<file path="config.mk">
export PLATFORM = sky130hd
export DESIGN_NAME = seq_divider_32
export DESIGN_NICKNAME = d
export VERILOG_FILES = /design/src/rtl/div_pkg.sv /design/src/rtl/Adder_32.sv /design/src/rtl/seq_divider_32.sv
export SDC_FILE = /design/constraint.sdc
export NUM_CORES = 1
export LEC_CHECK = 0
export ABC_AREA = 1
export BUFFER_PORTS_ARGS = -buffer_cell sky130_fd_sc_hd__buf_2
export CAP_MARGIN = 20
export CORE_AREA = 2 2 120 122
export CTS_CLUSTER_SIZE = 40
export DETAILED_ROUTE_END_ITERATION = 7
export DIE_AREA = 0 0 122 124
export GPL_TIMING_DRIVEN = 0
export PLACE_DENSITY = 0.85
export SETUP_SLACK_MARGIN = 0.15
export SKIP_CTS_REPAIR_TIMING = 1
export SLEW_MARGIN = 20
export SYNTH_ARGS = -nofsm -noshare
export SYNTH_HDL_FRONTEND = slang
export SYNTH_SLANG_ARGS = --single-unit
</file>
<file path="constraint.sdc">
create_clock -name clk -period 3.4 [get_ports clk]
set_input_delay 0.51 -clock clk [delete_from_list [all_inputs] [get_ports clk]]
set_output_delay 0.51 -clock clk [all_outputs]
set_load 0.005 [all_outputs]
</file>
<file path="src/rtl/div_pkg.sv">
// +------------------------------------------------------------------------+
// | div_pkg : shared constants and state encodings for seq_divider_32      |
// | Rev 1.0 : initial release                                              |
// +------------------------------------------------------------------------+
`default_nettype none

package div_pkg;

  localparam int          ITER_CNT     = 32;
  localparam int          CNT_W        = 5;
  localparam logic [31:0] DBZ_QUOT_DEF = 32'hFFFF_FFFF;

  typedef logic [2:0] state_t;

  localparam state_t S_IDLE  = 3'd0;
  localparam state_t S_CALC  = 3'd1;
  localparam state_t S_DONE  = 3'd2;
  localparam state_t S_NEG_A = 3'd3;
  localparam state_t S_NEG_B = 3'd4;
  localparam state_t S_NEG_Q = 3'd5;
  localparam state_t S_NEG_R = 3'd6;

endpackage

`default_nettype wire

</file>
<file path="src/rtl/Adder_32.sv">
// +------------------------------------------------------------------------+
// | Adder_32 : 32-bit adder; cin=1 inverts b_pre, giving a - b_pre         |
// | Rev 1.0 : initial release                                              |
// +------------------------------------------------------------------------+
`default_nettype none

module Adder_32 (
  input  logic [31:0] a,
  input  logic [31:0] b_pre,
  input  logic        cin,
  output logic [31:0] sum,
  output logic        cout,
  output logic        zero,
  output logic        ovf
);

  logic [31:0] b;

  assign b           = b_pre ^ {32{cin}};
  assign {cout, sum} = {1'b0, a} + {1'b0, b} + {32'd0, cin};
  assign zero        = (sum == 32'd0);
  assign ovf         = (a[31] == b[31]) && (sum[31] != a[31]);

endmodule

`default_nettype wire

</file>
<file path="src/rtl/seq_divider_32.sv">
// +------------------------------------------------------------------------+
// | seq_divider_32 : multi-cycle restoring divider on a shared Adder_32.   |
// | Optional SIGNED_DIV_EN adds two's-complement operand/result fix-up.    |
// | Rev 1.0 : initial release                                              |
// +------------------------------------------------------------------------+
`default_nettype none

module seq_divider_32
  import div_pkg::*;
#(
  parameter int          DW       = 32,
  parameter logic [31:0] DBZ_QUOT = DBZ_QUOT_DEF
) (
  input  logic          clk,
  input  logic          rst_n,
  input  logic          in_valid,
  output logic          in_ready,
  input  logic [DW-1:0] dividend,
  input  logic [DW-1:0] divisor,
  output logic          out_valid,
  input  logic          out_ready,
  output logic [DW-1:0] quotient,
  output logic [DW-1:0] remainder,
  output logic          div_by_zero,
  output logic          busy
);

  generate
    if (DW != 32) begin : g_dw_check
      $error("seq_divider_32: DW must be 32");
    end
  endgenerate

  state_t           state_q, state_d;
  logic [DW-1:0]    r_q, r_d, q_q, q_d, d_q, d_d;
  logic [CNT_W-1:0] cnt_q, cnt_d;
  logic             dbz_q, dbz_d;
`ifdef SIGNED_DIV_EN
  logic             neg_q_q, neg_q_d, neg_r_q, neg_r_d;
`endif

  logic [DW-1:0] add_a, add_b, add_sum;
  logic          add_cin, add_cout, zero_unused, ovf_unused;
  logic          msb, sub_ok;
  logic [DW-1:0] rs;

  Adder_32 u_adder (
    .a     (add_a),
    .b_pre (add_b),
    .cin   (add_cin),
    .sum   (add_sum),
    .cout  (add_cout),
    .zero  (zero_unused),
    .ovf   (ovf_unused)
  );

  // Bit 32 of the shifted remainder guarantees the subtraction fits.
  assign {msb, rs} = {r_q, q_q[DW-1]};
  assign sub_ok    = msb | add_cout;

  always_comb begin
    state_d = state_q;
    r_d     = r_q;
    q_d     = q_q;
    d_d     = d_q;
    cnt_d   = cnt_q;
    dbz_d   = dbz_q;
    add_a   = '0;
    add_b   = '0;
    add_cin = 1'b0;
`ifdef SIGNED_DIV_EN
    neg_q_d = neg_q_q;
    neg_r_d = neg_r_q;
`endif
    case (state_q)
      S_IDLE: begin
        if (in_valid) begin
          if (divisor == '0) begin
            q_d     = DBZ_QUOT;
            r_d     = dividend;
            dbz_d   = 1'b1;
            state_d = S_DONE;
          end else begin
            q_d     = dividend;
            r_d     = '0;
            d_d     = divisor;
            cnt_d   = '0;
            dbz_d   = 1'b0;
`ifdef SIGNED_DIV_EN
            neg_q_d = dividend[DW-1] ^ divisor[DW-1];
            neg_r_d = dividend[DW-1];
            state_d = S_NEG_A;
`else
            state_d = S_CALC;
`endif
          end
        end
      end
      S_CALC: begin
        add_a   = rs;
        add_b   = d_q;
        add_cin = 1'b1;
        r_d     = sub_ok ? add_sum : rs;
        q_d     = {q_q[DW-2:0], sub_ok};
        cnt_d   = cnt_q + 1'b1;
        if (cnt_q == CNT_W'(ITER_CNT - 1)) begin
`ifdef SIGNED_DIV_EN
          state_d = S_NEG_Q;
`else
          state_d = S_DONE;
`endif
        end
      end
`ifdef SIGNED_DIV_EN
      // Each fix-up state costs one cycle whether or not it negates.
      S_NEG_A: begin
        add_b   = q_q;
        add_cin = 1'b1;
        if (neg_r_q) q_d = add_sum;
        state_d = S_NEG_B;
      end
      S_NEG_B: begin
        add_b   = d_q;
        add_cin = 1'b1;
        if (d_q[DW-1]) d_d = add_sum;
        state_d = S_CALC;
      end
      S_NEG_Q: begin
        add_b   = q_q;
        add_cin = 1'b1;
        if (neg_q_q) q_d = add_sum;
        state_d = S_NEG_R;
      end
      S_NEG_R: begin
        add_b   = r_q;
        add_cin = 1'b1;
        if (neg_r_q) r_d = add_sum;
        state_d = S_DONE;
      end
`endif
      S_DONE: begin
        if (out_ready) state_d = S_IDLE;
      end
      default: state_d = S_IDLE;
    endcase
  end

  always_ff @(posedge clk or negedge rst_n) begin
    if (!rst_n) begin
      state_q <= S_IDLE;
      r_q     <= '0;
      q_q     <= '0;
      d_q     <= '0;
      cnt_q   <= '0;
      dbz_q   <= 1'b0;
`ifdef SIGNED_DIV_EN
      neg_q_q <= 1'b0;
      neg_r_q <= 1'b0;
`endif
    end else begin
      state_q <= state_d;
      r_q     <= r_d;
      q_q     <= q_d;
      d_q     <= d_d;
      cnt_q   <= cnt_d;
      dbz_q   <= dbz_d;
`ifdef SIGNED_DIV_EN
      neg_q_q <= neg_q_d;
      neg_r_q <= neg_r_d;
`endif
    end
  end

  assign in_ready    = (state_q == S_IDLE);
  assign busy        = (state_q != S_IDLE);
  assign out_valid   = (state_q == S_DONE);
  assign quotient    = q_q;
  assign remainder   = r_q;
  assign div_by_zero = dbz_q;

endmodule

`default_nettype wire

</file>
**Word level (Yosys, flattened, before mapping)**

Index checks and enable logic that the tools add are counted.
W data, S select, Z words.

- Register bits: 105

- Add/sub/neg operators: 3
- Equality and inequality tests: 7
- Muxes and demuxes: 19
- Bitwise gates (word level): 3
- Reductions and logical operators: 9

Operator list:

| operator | count |
|---|---|
| $mux W32 | 7 |
| $pmux W32 S2 | 2 |
| $add A32 B32 Y33 | 1 |
| $add A33 B1 Y33 | 1 |
| $logic_not A32 Y1 | 1 |
| $xor A32 B32 Y32 | 1 |
| $mux W5 | 2 |
| $pmux W5 S2 | 1 |
| $mux W3 | 3 |
| $pmux W3 S3 | 1 |
| $reduce_and A3 Y1 | 3 |
| $ne A2 B2 Y1 const B | 3 |
| $add A5 B1 Y5 const B | 1 |
| $eq A5 B5 Y1 const B | 1 |
| $reduce_and A2 Y1 | 2 |
| $eq A3 B1 Y1 const B | 1 |
| $eq A3 B2 Y1 const B | 1 |
| $logic_not A3 Y1 | 1 |
| $reduce_bool A3 Y1 | 1 |
| $mux W1 | 2 |
| $mux W2 | 1 |
| $ne A2 B1 Y1 const B | 1 |
| $reduce_bool A2 Y1 | 1 |
| $not A1 Y1 | 1 |
| $or A1 B1 Y1 | 1 |

**Depth between registers and ports, before layout**

Gate-level depths: netlist of the first run.

- Depth after elaboration: 8
- Mapped depth: 22

**By module**

From an unflattened synthesis of the first run, not the netlist that was laid out.

- Cells, all modules: 1,341
- Area total of the unflattened synthesis: 8,511.9 µm²

Modules (own cells, without submodules):

| module | instances | cells each | area an instance (µm²) |
|---|---|---|---|
| seq_divider_32 | 1 | 782 | 5,676.7 |
| Adder_32 | 1 | 559 | 2,835.2 |

**Worst setup path before layout of the first run**

OpenSTA, ideal clock, no wires.

- Path type: register -> register
- From: register state_q[0]
- To: register r_q[2] (netlist: remainder[2])
- Setup time: 0.117 ns
- Data arrival time: 2.741 ns
- Required time: 3.283 ns
- Path slack: 0.542 ns
- Cell stages (with the launch flop): 19
- Path buffers: 3
- Clock period less this slack: 2.858 ns
- Path through: dfrtp_1 nand2_2 clkbuf_1 buf_1 nor2_1 fa_1 nand2_1 nand2_1 nand3_1 nand2_2 nand3_1 nand3_2 nand2_4 nand2_8 nand2_4 buf_6 nor2_1 nor2_1 nor2_1

- Word-level cells in the longest chain between the ends: 8
- Elaborated cells on any way between the ends: 14

Ends and longest elaborated chain:

| element | RTL line | source |
|---|---|---|
| start, declared | seq_divider_32.sv:34 | `state_t state_q, state_d;` |
| start signal, assigned | seq_divider_32.sv:161 | `state_q <= state_d;` |
| $eq A3 B1 Y1 | seq_divider_32.sv:75 | `case (state_q)` |
| $mux W32 or $mux W1 (tied branches) | seq_divider_32.sv:75 |  |
| $xor A32 B32 Y32 | Adder_32.sv:19 | `assign b = b_pre ^ {32{cin}};` |
| $add A32 B32 Y33 | Adder_32.sv:20 | `assign {cout, sum} = {1'b0, a} + {1'b0, b} + {32'd0, cin};` |
| $add A33 B1 Y33 | Adder_32.sv:20 |  |
| $or A1 B1 Y1 | seq_divider_32.sv:59 | `assign sub_ok = msb \| add_cout;` |
| $mux W32 | seq_divider_32.sv:103 | `r_d = sub_ok ? add_sum : rs;` |
| $pmux W32 S2 | seq_divider_32.sv:75 |  |
| end signal, assigned | seq_divider_32.sv:162 | `r_q <= r_d;` |
| end, declared | seq_divider_32.sv:35 | `logic [DW-1:0] r_q, r_d, q_q, q_d, d_q, d_d;` |

Parallel ways exist; a longest one is shown, timed or not.
A chain may end at the register's enable or synchronous reset.

**Worst setup path in the final report of the first run**

- From: register state_q[0]
- To: register r_q[15] (netlist: remainder[15])

Same word-level chain as after synthesis.

==> results of run 1 <==
-- power by group through the flow --
| stage | combinational (mW) | clock, mW | sequential (mW) |
|---|---|---|---|
| finish | 6.57 | 1.05 | 2.27 |
| global route | 7.30 | 1.12 | 2.33 |
| CTS | 6.33 | 1.06 | 2.26 |
| floorplan | 4.40 | 0 | 2.22 |
| global placement | 6.19 | 0 | 2.25 |
| detailed placement | 6.29 | 0 | 2.27 |
-- cell type report --
class / instances / area (um2)
Tap cell: 180 / 225
Clock buffer: 10 / 229
Buffer: 42 / 245
Timing Repair Buffer: 143 / 762
Fill cell: 1275 / 4660
Clock inverter: 6 / 62.6
Multi-Input combinational cell: 881 / 4300
Sequential cell: 104 / 2600
Inverter: 166 / 626
-- logic make-up (layout without fill, tap and decap cells) --
group | after synthesis | after routing | synth area share
and+or+nand+nor | 672 | 672 | 0.355
buffers and inverters | 209 | 367 | 0.110
AOI/OAI and AO/OA | 155 | 155 | 0.118
DFF | 104 | 104 | 0.337
adders and majority gates | 34 | 34 | 0.0561
xor gates and xnor gates | 19 | 19 | 0.0216
muxes | 1 | 1 | 0.00130
-- through the flow --
stage                     setup slack, ps  total power [mW]   util  cell area (um2)  std cells
final                                 282              9.90  0.660             9050       1532
after global routing                  136              10.7  0.660             9050       1532
after CTS                            -337              9.64  0.651             8940       1526
after detailed placement             -300              8.56  0.630             8650       1510
after global placement               -296              8.44  0.628             8610       1509
after floorplan                       542              6.62      -             7710       1194
-- per-layer routing --
layer	share of wire	wire length, um	vias to the layer above
met5	0	0	-
met4	0.029	696	0
met3	0.082	1990	50
met2	0.45	10900	386
met1	0.44	10700	3750
li1	-	-	4032
-- cell usage after synthesis (4+ instances only) --
master    count
nand2_1     372
nor2_1      205
inv_1       156
dfrtp_1     104
o21ai_0      55
nand3_1      50
a21oi_1      47
ha_1         33
clkbuf_1     18
a31oi_1      15
xnor2_1      15
buf_2        13
a22oi_1       9
inv_2         9
o21ai_1       9
nand2_2       8
a22oi_2       7
nor4_1        7
buf_1         6
buf_6         6
nand4_1       6
nor3_1        5
nand3b_1      4
xor2_1        4
-- flip-flops by register name, indices dropped and copies added (netlist names) --
signal,flops
cnt_q,5
d_q,32
div_by_zero,1
quotient,32
remainder,32
state_q,2
-- final timing paths --
| check | endpoint | slack [ps] |
|---|---|---|
| hold reg to reg | d_q[22] | 480 |
| setup / recovery | remainder[15] | 280 |
| setup reg to reg | remainder[15] | 280 |
| hold / removal | quotient[6] | 40 |
| min in group clk | d_q[14] | 360 |
| max in group asynchronous | d_q[20] | 2700 |
==> results.rst, run 1 <==
.. list-table::
   :header-rows: 1

   * - Metric
     - Value
   * - Initial standard-cell utilization of the core
     - 0.562
   * - Startpoint of the most critical setup path
     - state_q[0]
   * - Diode count
     - 0
   * - Count of input and output buffers
     - 135
   * - Portion of total power attributed to sequential cells
     - 0.229
   * - Top post-synthesis cells by area
     - dfrtp_1, nand2_1, nor2_1
   * - Number of global-route vias before repair
     - 7278
   * - Unrepaired setup endpoints after global routing
     - no
   * - NumNets Final
     - 1449
   * - Drc violations
     - 0
   * - Proportion of synthesized flip-flops having asynchronous set or reset
     - 1.00
   * - Tightest slew margin relative to the limit
     - 0.584
   * - DR vias
     - 8218
   * - Reg-to-Reg Start
     - state_q[0]
   * - Critical path arrival
     - 3370 ps
   * - Sum of buffers and inverters on the critical path
     - 5
   * - Die boundary width
     - approximately 120 um
   * - Remaining antenna violation count
     - 0
   * - Number of iterations in the first detailed-routing pass
     - 6
   * - Number of cells produced by synthesis
     - 1194
   * - Run status
     - completed
   * - CTS sink count
     - approximately 100
   * - Register bit count reported by yosys
     - about 100
   * - Switching Share
     - 0.524
   * - Number of hold violations in the final report
     - 0
   * - Leakage power summed over all cells
     - 5.09 nW
   * - GRT Util Overall
     - 0.327
   * - GRT overflow
     - 0
   * - Worst Max-Slew Pin Slew
     - about 620 ps
   * - Layout cell share with drive strength beyond 1
     - 0.176
   * - Element type at the critical path start
     - flip-flop
   * - Maximum count of clock buffers along a single path
     - 2
   * - Power share of the clock group
     - 0.107
   * - Final Hold Slack
     - about 35 ps
   * - Row count
     - 43
   * - List of cells traversed by the critical path
     - inv_1 -> nor2_2 -> buf_4 -> buf_4 -> nand2_1 -> inv_1 -> fa_2 -> nand2_1 -> nand2_1 -> nand3_1 -> nand2_2 -> nand3_1 -> nand3_2 -> nand2_4 -> nand2_8 -> nand2_8 -> buf_6 -> nor2_1 -> nor2_1 -> nor2_1
   * - Required time at the endpoint of the critical path
     - 3650 ps
   * - Die span in y
     - 124 um
   * - Area of the core
     - 13700 um2
   * - Distinct cell type count of the synthesized netlist
     - between 40 and 50
   * - Most area-hungry cell type in the Yosys netlist
     - dfrtp_1
   * - Mean routed wirelength per cell
     - 15.8 um
   * - Final TNS setup
     - 0 ps
   * - Total Die Area
     - 15100 um2
   * - Initial antenna violation count
     - 0
   * - Post-synthesis to final-layout area growth
     - 17.4%
   * - Met2 layer usage reported by global route
     - 0.522
   * - Met1 Resource Use GR
     - 0.451
   * - Worst voltage drop across the vdd grid
     - around 0.61 mV
   * - Number of logic stages on the critical path including buffering
     - 20
   * - CP max stage delay
     - 440 ps
   * - Most common cell after layout, fill and taps aside
     - nand2_1
   * - Synthesized netlist net count
     - 1296
   * - Number of buffers created by CTS
     - 9
   * - Top library cells by usage in the layout, fill and taps aside
     - nand2_1, nor2_1, inv_1
   * - Iteration-0 DRC Markers
     - 899
   * - IO Pins
     - 136
   * - TritonCTS clock tree
     - built
   * - Final period util
     - 0.917
   * - WL final
     - 24300 um
   * - Maximum clock rate
     - approximately 0.32 GHz
   * - Mapped Area
     - 7710 um2
   * - Clock skew
     - 9.03 ps
   * - Worst-Skew Late Latency
     - about 370 ps
   * - Proportion of synthesized chip area in sequential cells
     - 0.337
   * - Internal power of the cells
     - 4.71 mW
   * - Net switching power figure
     - 5.19 mW
   * - Crit path max-delay cell type
     - dfrtp_2
   * - Met3 global-route usage
     - 0.0476
   * - CP Max Fanout
     - 10
   * - Detail-routed via count per cell
     - about 5.4
   * - Time the final worst path needs with I/O delays and setup
     - 3120 ps
   * - Half-perimeter wire length after detailed placement
     - 19400 um
   * - Clock Pin Slew Worst Setup and Hold Paths
     - 80 ps
   * - Count of flip-flops with a built-in enable after synthesis
     - 0
   * - Wire length of the first global-routing pass
     - 37600 um
   * - Power per standard cell area
     - 1090 nW/um2
   * - Yosys warning total
     - 0
   * - Mean cell area of the mapped netlist
     - 6.46 um2
   * - Worst path top cell family by delay
     - simple AND/OR/NAND/NOR gates
   * - Largest net degree at the start of global routing
     - 64
   * - Combinational group share of total power
     - 0.664
   * - Element type at the critical path end
     - flip-flop
   * - Setup Crit Path Kind
     - reg2reg
   * - Proportion of netlist area held by the largest area contributor
     - 0.337
   * - Type of the most critical hold path
     - in2async
   * - H-tree levels
     - 3
   * - Maxcap violations
     - 0
   * - Buffer cell driving the clock tree root
     - clkbuf_16
   * - Final setup vio count
     - 0
   * - Final slew viol count
     - 0
   * - Global routing's busiest layer
     - met2
   * - Most used flip-flop cell after synthesis
     - dfrtp_1
   * - Final estimated routing congestion in global placement
     - between 0.9 and 1
   * - Worst reg2reg path depth
     - 20
Power figures use the tool's default switching activity.
==> inputs of run 2 (changes only) <==
Settings changed: PLACE_DENSITY 0.85 to default, PLACE_DENSITY_LB_ADDON from default to 0.08.
==> results.rst, run 2 (synthesis gave the netlist of run 1 again) <==
.. list-table::
   :header-rows: 1

   * - Metric
     - Value
   * - Unrepaired setup endpoints after global routing
     - yes (was no)
   * - Number of global-route vias before repair
     - 7394 (was 7278)
   * - Global routing's busiest layer
     - met2 (unchanged)
   * - Worst Max-Slew Pin Slew
     - 658 ps (was 624 ps)
   * - Critical path arrival
     - 3380 ps (was 3370 ps)
   * - Met2 layer usage reported by global route
     - 0.534 (was 0.522)
   * - Diode count
     - 0 (unchanged)
   * - Top library cells by usage in the layout, fill and taps aside
     - nand2_1, nor2_1, inv_1 (unchanged)
   * - Die boundary width
     - 122 um (unchanged)
   * - Number of hold violations in the final report
     - 0 (unchanged)
   * - IO Pins
     - 136 (unchanged)
   * - Drc violations
     - 0 (unchanged)
   * - Final estimated routing congestion in global placement
     - 1.00 (was 0.951)
   * - Die span in y
     - 124 um (unchanged)
   * - Crit path top cell by count
     - nor2_1
   * - Mean routed wirelength per cell
     - 15.9 um (was 15.8 um)
   * - Run status
     - completed (unchanged)
   * - Worst voltage drop across the vdd grid
     - 0.460 mV (was 0.613 mV)
   * - Internal power of the cells
     - 4.77 mW (was 4.71 mW)
   * - Iteration-0 DRC Markers
     - 796 (was 899)
   * - Maximum count of clock buffers along a single path
     - 2 (unchanged)
   * - Post-synthesis to final-layout area growth
     - 17.7% (was 17.4%)
   * - Met1 Resource Use GR
     - 0.449 (was 0.451)
   * - Element type at the critical path start
     - flip-flop (unchanged)
   * - Power per standard cell area
     - 1100 nW/um2 (was 1090 nW/um2)
   * - Element type at the critical path end
     - flip-flop (unchanged)
   * - H-tree levels
     - 3 (unchanged)
   * - Final Hold Slack
     - 71.8 ps (was 35.2 ps)
   * - NumNets Final
     - 1448 (was 1449)
   * - Utilization after layout
     - 0.661 (was 0.660)
   * - Row count
     - 43 (unchanged)
   * - Layout cell share with drive strength beyond 1
     - 0.175 (was 0.176)
   * - Time the final worst path needs with I/O delays and setup
     - 3130 ps (was 3120 ps)
   * - Clock skew
     - 9.52 ps (was 9.03 ps)
   * - Largest net degree at the start of global routing
     - 59 (was 64)
   * - Final period util
     - 0.920 (was 0.917)
   * - WL final
     - 24400 um (was 24300 um)
   * - Required time at the endpoint of the critical path
     - 3650 ps (about the same)
   * - Type of the most critical hold path
     - in2async (unchanged)
   * - Initial standard-cell utilization of the core
     - 0.562 (unchanged)
   * - Portion of total power attributed to sequential cells
     - 0.228 (was 0.229)
   * - Number of iterations in the first detailed-routing pass
     - 5 (was 6)
   * - Remaining antenna violation count
     - 0 (unchanged)
   * - Final slew viol count
     - 0 (unchanged)
   * - Maxcap violations
     - 0 (unchanged)
   * - Area of the core
     - 13700 um2 (unchanged)
   * - DR vias
     - 8117 (was 8218)
   * - List of cells traversed by the critical path
     - inv_1 -> nor2_2 -> buf_4 -> buf_4 -> nand2_1 -> inv_1 -> ha_1 -> nand2_1 -> a21oi_1 -> nor2_1 -> nor2_1 -> nor3_4 -> nand2_8 -> nand2_8 -> buf_8 -> nor2_1 -> nor2_1 -> nor2_1 (was inv_1 -> nor2_2 -> buf_4 -> buf_4 -> nand2_1 -> inv_1 -> fa_2 -> nand2_1 -> nand2_1 -> nand3_1 -> nand2_2 -> nand3_1 -> nand3_2 -> nand2_4 -> nand2_8 -> nand2_8 -> buf_6 -> nor2_1 -> nor2_1 -> nor2_1)
   * - TritonCTS clock tree
     - built (unchanged)
   * - Tightest slew margin relative to the limit
     - 0.561 (was 0.584)
   * - Final setup vio count
     - 0 (unchanged)
   * - Maximum clock rate
     - 0.320 GHz (was 0.321 GHz)
   * - Met3 global-route usage
     - 0.0572 (was 0.0476)
   * - Number of buffers created by CTS
     - 9 (unchanged)
   * - Worst-Skew Late Latency
     - 360 ps (was 370 ps)
   * - Buffer cell driving the clock tree root
     - clkbuf_16 (unchanged)
   * - Leakage power summed over all cells
     - 5.09 nW (about the same)
   * - Net switching power figure
     - 5.19 mW (about the same)
   * - Worst reg2reg path depth
     - 18 (was 20)
   * - Wire length of the first global-routing pass
     - 38000 um (was 37600 um)
   * - GRT Util Overall
     - 0.330 (was 0.327)
   * - Total Die Area
     - 15100 um2 (unchanged)
   * - CP max stage delay
     - 430 ps (was 440 ps)
   * - Count of input and output buffers
     - 135 (unchanged)
   * - Switching Share
     - 0.521 (was 0.524)
   * - Setup Crit Path Kind
     - reg2reg (unchanged)
   * - Crit path max-delay cell type
     - dfrtp_2 (unchanged)
   * - Detail-routed via count per cell
     - 5.30 (was 5.36)
   * - CP Max Fanout
     - 10 (unchanged)
   * - Half-perimeter wire length after detailed placement
     - 19700 um (was 19400 um)
   * - Clock Pin Slew Worst Setup and Hold Paths
     - 80 ps (about the same)
   * - Most common cell after layout, fill and taps aside
     - nand2_1 (unchanged)
   * - Combinational group share of total power
     - 0.669 (was 0.664)
   * - CTS sink count
     - 104 (unchanged)
   * - Power share of the clock group
     - 0.103 (was 0.107)
   * - GRT overflow
     - 0 (unchanged)
   * - Initial antenna violation count
     - 0 (unchanged)
run 2: changes by cell type in the layout (fill, tap and decap cells not counted), sizes merged:
| cell | previous run | this run |
|---|---|---|
| buf | 168 | 165 |
| clkbuf | 27 | 31 |
| clkinv | 2 | 1 |
| clkinvlp | 0 | 1 |
| inv | 170 | 168 |
run 2: cell type report:
class	instances	area (um2)
repair buffers	141	747
clock inverters	4	36.3
plain buffers	43	279
multi-input cells	881	4310
fillers	1284	4650
clock buffers	12	246
well taps	180	225
inverters	166	626
flip-flops and latches	104	2600
run 2: critical path, delay by kind of cell, from the launching register on:
kind | cells | cell delay (ps)
compound gates | 1 | 70
buf+inv | 5 | 780
simple gates | 11 | 1440
flops | 1 | 430
fa+ha+maj | 1 | 280
run 2: stage by stage:
step	setup slack, ps	total power, mW	TNS (ps)	instance area [um2]	cells
finish	273	9.96	0	9070	1531
global route	92.3	10.8	0	9070	1531
CTS	-389	9.64	-9700	8930	1526
detailed placement	-371	8.60	-9030	8650	1510
global placement	-366	8.51	-8770	8610	1509
floorplan	542	6.62	0	7710	1194
run 2: path summary, 6_finish.rpt:
path                             start      endpoint  slack, ps
min in group clk           divisor[21]       d_q[21]        360
hold / removal                   rst_n      cnt_q[0]         70
setup / recovery            state_q[0]  remainder[6]        270
setup reg to reg            state_q[0]  remainder[6]        270
max in group asynchronous        rst_n       d_q[25]       2680
hold reg to reg                d_q[11]       d_q[11]        480
run 2: power by group through the flow:
stage / Combinational [mW] / Clock (mW) / Sequential (mW)
after floorplan: 4.40 / 0 / 2.22
after global placement: 6.25 / 0 / 2.25
after detailed placement: 6.33 / 0 / 2.27
after CTS: 6.36 / 1.03 / 2.25
after global routing: 7.41 / 1.08 / 2.34
final: 6.66 / 1.03 / 2.27
run 2: layer usage:
| layer | wire, um | vias up |
|---|---|---|
| li1 | - | 4050 |
| met1 | 10900 | 3703 |
| met2 | 11100 | 330 |
| met3 | 1950 | 34 |
| met4 | 475 | 0 |
| met5 | 0 | - |
==> inputs of run 3 (changes only) <==
Settings changed: SETUP_SLACK_MARGIN 0.15 to 0.4.
==> results.rst, run 3 (synthesis gave the netlist of run 1 again) <==
.. list-table::
   :header-rows: 1

   * - Metric
     - Value
   * - Power per standard cell area
     - 1120 nW/um2 (was 1100 nW/um2)
   * - Final estimated routing congestion in global placement
     - 1.00 (unchanged)
   * - Setup slack after placement
     - -371 ps (unchanged)
   * - Utilization after layout
     - 0.688 (was 0.661)
   * - Post-synthesis to final-layout area growth
     - 22.5% (was 17.7%)
   * - Most common cell after layout, fill and taps aside
     - nand2_1 (unchanged)
   * - Worst-Skew Late Latency
     - 360 ps (about the same)
   * - Element type at the critical path start
     - flip-flop (unchanged)
   * - Wire length of the first global-routing pass
     - 38000 um (unchanged)
   * - Initial antenna violation count
     - 0 (unchanged)
   * - Unrepaired setup endpoints after global routing
     - yes (unchanged)
   * - Fin worst setup slack
     - 466 ps (was 273 ps)
   * - List of cells traversed by the critical path
     - inv_2 -> nand2_4 -> buf_12 -> clkbuf_16 -> nor2_1 -> ha_4 -> nand2_1 -> inv_1 -> a21oi_1 -> nand2_2 -> nand3_1 -> nand3_2 -> nand2_4 -> nand2_8 -> nand2_8 -> buf_8 -> nor2_1 -> nor2_1 -> nor2_1 (was inv_1 -> nor2_2 -> buf_4 -> buf_4 -> nand2_1 -> inv_1 -> ha_1 -> nand2_1 -> a21oi_1 -> nor2_1 -> nor2_1 -> nor3_4 -> nand2_8 -> nand2_8 -> buf_8 -> nor2_1 -> nor2_1 -> nor2_1)
   * - Number of global-route vias before repair
     - 7394 (unchanged)
   * - CTS sink count
     - 104 (unchanged)
   * - Diode count
     - 0 (unchanged)
   * - Largest net degree at the start of global routing
     - 59 (unchanged)
   * - Final Hold Slack
     - 69.1 ps (was 71.8 ps)
   * - Tightest slew margin relative to the limit
     - 0.558 (was 0.561)
   * - Remaining antenna violation count
     - 0 (unchanged)
   * - Sum of buffers and inverters on the critical path
     - 5 (unchanged)
   * - Number of buffers created by CTS
     - 9 (unchanged)
   * - GRT Util Overall
     - 0.330 (unchanged)
   * - Critical path arrival
     - 3190 ps (was 3380 ps)
   * - Reg-to-Reg Start
     - state_q[1] (was state_q[0])
   * - DR vias
     - 8250 (was 8117)
   * - CP max stage delay
     - 430 ps (about the same)
   * - Drc violations
     - 0 (unchanged)
   * - Final period util
     - 0.863 (was 0.920)
   * - Count of input and output buffers
     - 135 (unchanged)
   * - Type of the most critical hold path
     - in2async (unchanged)
   * - Worst path top cell family by delay
     - simple AND/OR/NAND/NOR gates (unchanged)
   * - Startpoint of the most critical setup path
     - state_q[1] (was state_q[0])
   * - Setup Crit Path Kind
     - reg2reg (unchanged)
   * - Number of iterations in the first detailed-routing pass
     - 5 (unchanged)
   * - Leakage power summed over all cells
     - 5.17 nW (was 5.09 nW)
   * - Layout cell share with drive strength beyond 1
     - 0.210 (was 0.175)
   * - Maximum clock rate
     - 0.341 GHz (was 0.320 GHz)
   * - Buffer cell driving the clock tree root
     - clkbuf_16 (unchanged)
   * - Required time at the endpoint of the critical path
     - 3650 ps (about the same)
   * - Clock skew
     - 8.76 ps (was 9.52 ps)
   * - H-tree levels
     - 3 (unchanged)
   * - Detail-routed via count per cell
     - 5.34 (was 5.30)
   * - CP Max Fanout
     - 10 (unchanged)
   * - Worst voltage drop across the vdd grid
     - 0.476 mV (was 0.460 mV)
   * - GRT overflow
     - 0 (unchanged)
   * - Time the final worst path needs with I/O delays and setup
     - 2930 ps (was 3130 ps)
   * - Element type at the critical path end
     - flip-flop (unchanged)
   * - Final slew viol count
     - 0 (unchanged)
   * - Filler-free cell count of the finished design
     - 1545 (was 1531)
   * - Final Instance Area
     - 9440 um2 (was 9070 um2)
   * - Die boundary width
     - 122 um (unchanged)
   * - Crit path max-delay cell type
     - dfrtp_1 (was dfrtp_2)
   * - Total Die Area
     - 15100 um2 (unchanged)
   * - DP Cell Count
     - 1510 (unchanged)
   * - Run status
     - completed (unchanged)
   * - Area of the core
     - 13700 um2 (unchanged)
   * - Final TNS setup
     - 0 ps (unchanged)
   * - Iteration-0 DRC Markers
     - 763 (was 796)
   * - Maximum count of clock buffers along a single path
     - 2 (unchanged)
   * - Clock Pin Slew Worst Setup and Hold Paths
     - 70 ps (was 80 ps)
   * - Worst Max-Slew Pin Slew
     - 662 ps (was 658 ps)
   * - WL final
     - 25100 um (was 24400 um)
   * - Top library cells by usage in the layout, fill and taps aside
     - nand2_1, nor2_1, inv_1 (unchanged)
   * - Half-perimeter wire length after detailed placement
     - 19700 um (unchanged)
   * - Total Power Consumption
     - 10.6 mW (was 9.96 mW)
   * - Initial standard-cell utilization of the core
     - 0.562 (unchanged)
   * - IO Pins
     - 136 (unchanged)
   * - TritonCTS clock tree
     - built (unchanged)
   * - Crit path top cell by count
     - nor2_1 (unchanged)
   * - NumNets Final
     - 1462 (was 1448)
   * - Maxcap violations
     - 0 (unchanged)
   * - DP Area
     - 8650 um2 (unchanged)
   * - Die span in y
     - 124 um (unchanged)
   * - Number of hold violations in the final report
     - 0 (unchanged)
   * - Final setup vio count
     - 0 (unchanged)
   * - Mean routed wirelength per cell
     - 16.2 um (was 15.9 um)
   * - Fill cell instance count of the final layout
     - 1231 (was 1284)
   * - Row count
     - 43 (unchanged)
==> run 3: cell types whose count changed in the layout (fill, tap and decap cells not counted), sizes merged <==
cell	previous run	this run
buf	165	183
clkbuf	31	27
==> run 3: where the power goes <==
| part | internal (mW) | leakage (nW) | total (mW) | switching (mW) |
|---|---|---|---|---|
| Combinational | 2.78 | 3.79 | 7.26 | 4.48 |
| Sequential | 1.84 | 1.25 | 2.29 | 0.443 |
| Clock | 0.528 | 0.135 | 1.03 | 0.499 |
==> run 3: final cells by class <==
cell class              instances  area, um2  area share
plain buffers                  43        330      0.0350
inverters                     166        628      0.0665
clock buffers                  12        246      0.0261
multi-input cells             881       4500       0.477
repair buffers                155        870      0.0921
clock inverters                 4       36.3     0.00384
well taps                     180        225      0.0239
flip-flops and latches        104       2600       0.276
==> run 3: worst reg2reg max path, stage by stage (launching register included) <==
cell and delay [ps]:
dfrtp_1 430, inv_2 120, nand2_4 110, buf_12 180
clkbuf_16 160, nor2_1 180, ha_4 250, nand2_1 90
inv_1 60, a21oi_1 170, nand2_2 130, nand3_1 100
nand3_2 110, nand2_4 130, nand2_8 90, nand2_8 120
buf_8 150, nor2_1 50, nor2_1 130, nor2_1 60
==> run 3: final timing paths <==
check | endpoint | cells past startpoint | slack (ps)
min | cnt_q[0] | 1 | 70
min in group clk | d_q[21] | 3 | 360
max in group asynchronous | d_q[25] | 2 | 2680
max | remainder[6] | 19 | 470
min reg2reg | d_q[15] | 2 | 480
max reg2reg | remainder[6] | 19 | 470
==> run 3: metal layers <==
metal | vias up | wire length [um] | GRT usage
met5 | - | 0 | 0
met4 | 0 | 630 | 0.111
met3 | 47 | 1980 | 0.0572
met2 | 363 | 11400 | 0.534
met1 | 3768 | 11100 | 0.449
li1 | 4072 | - | -
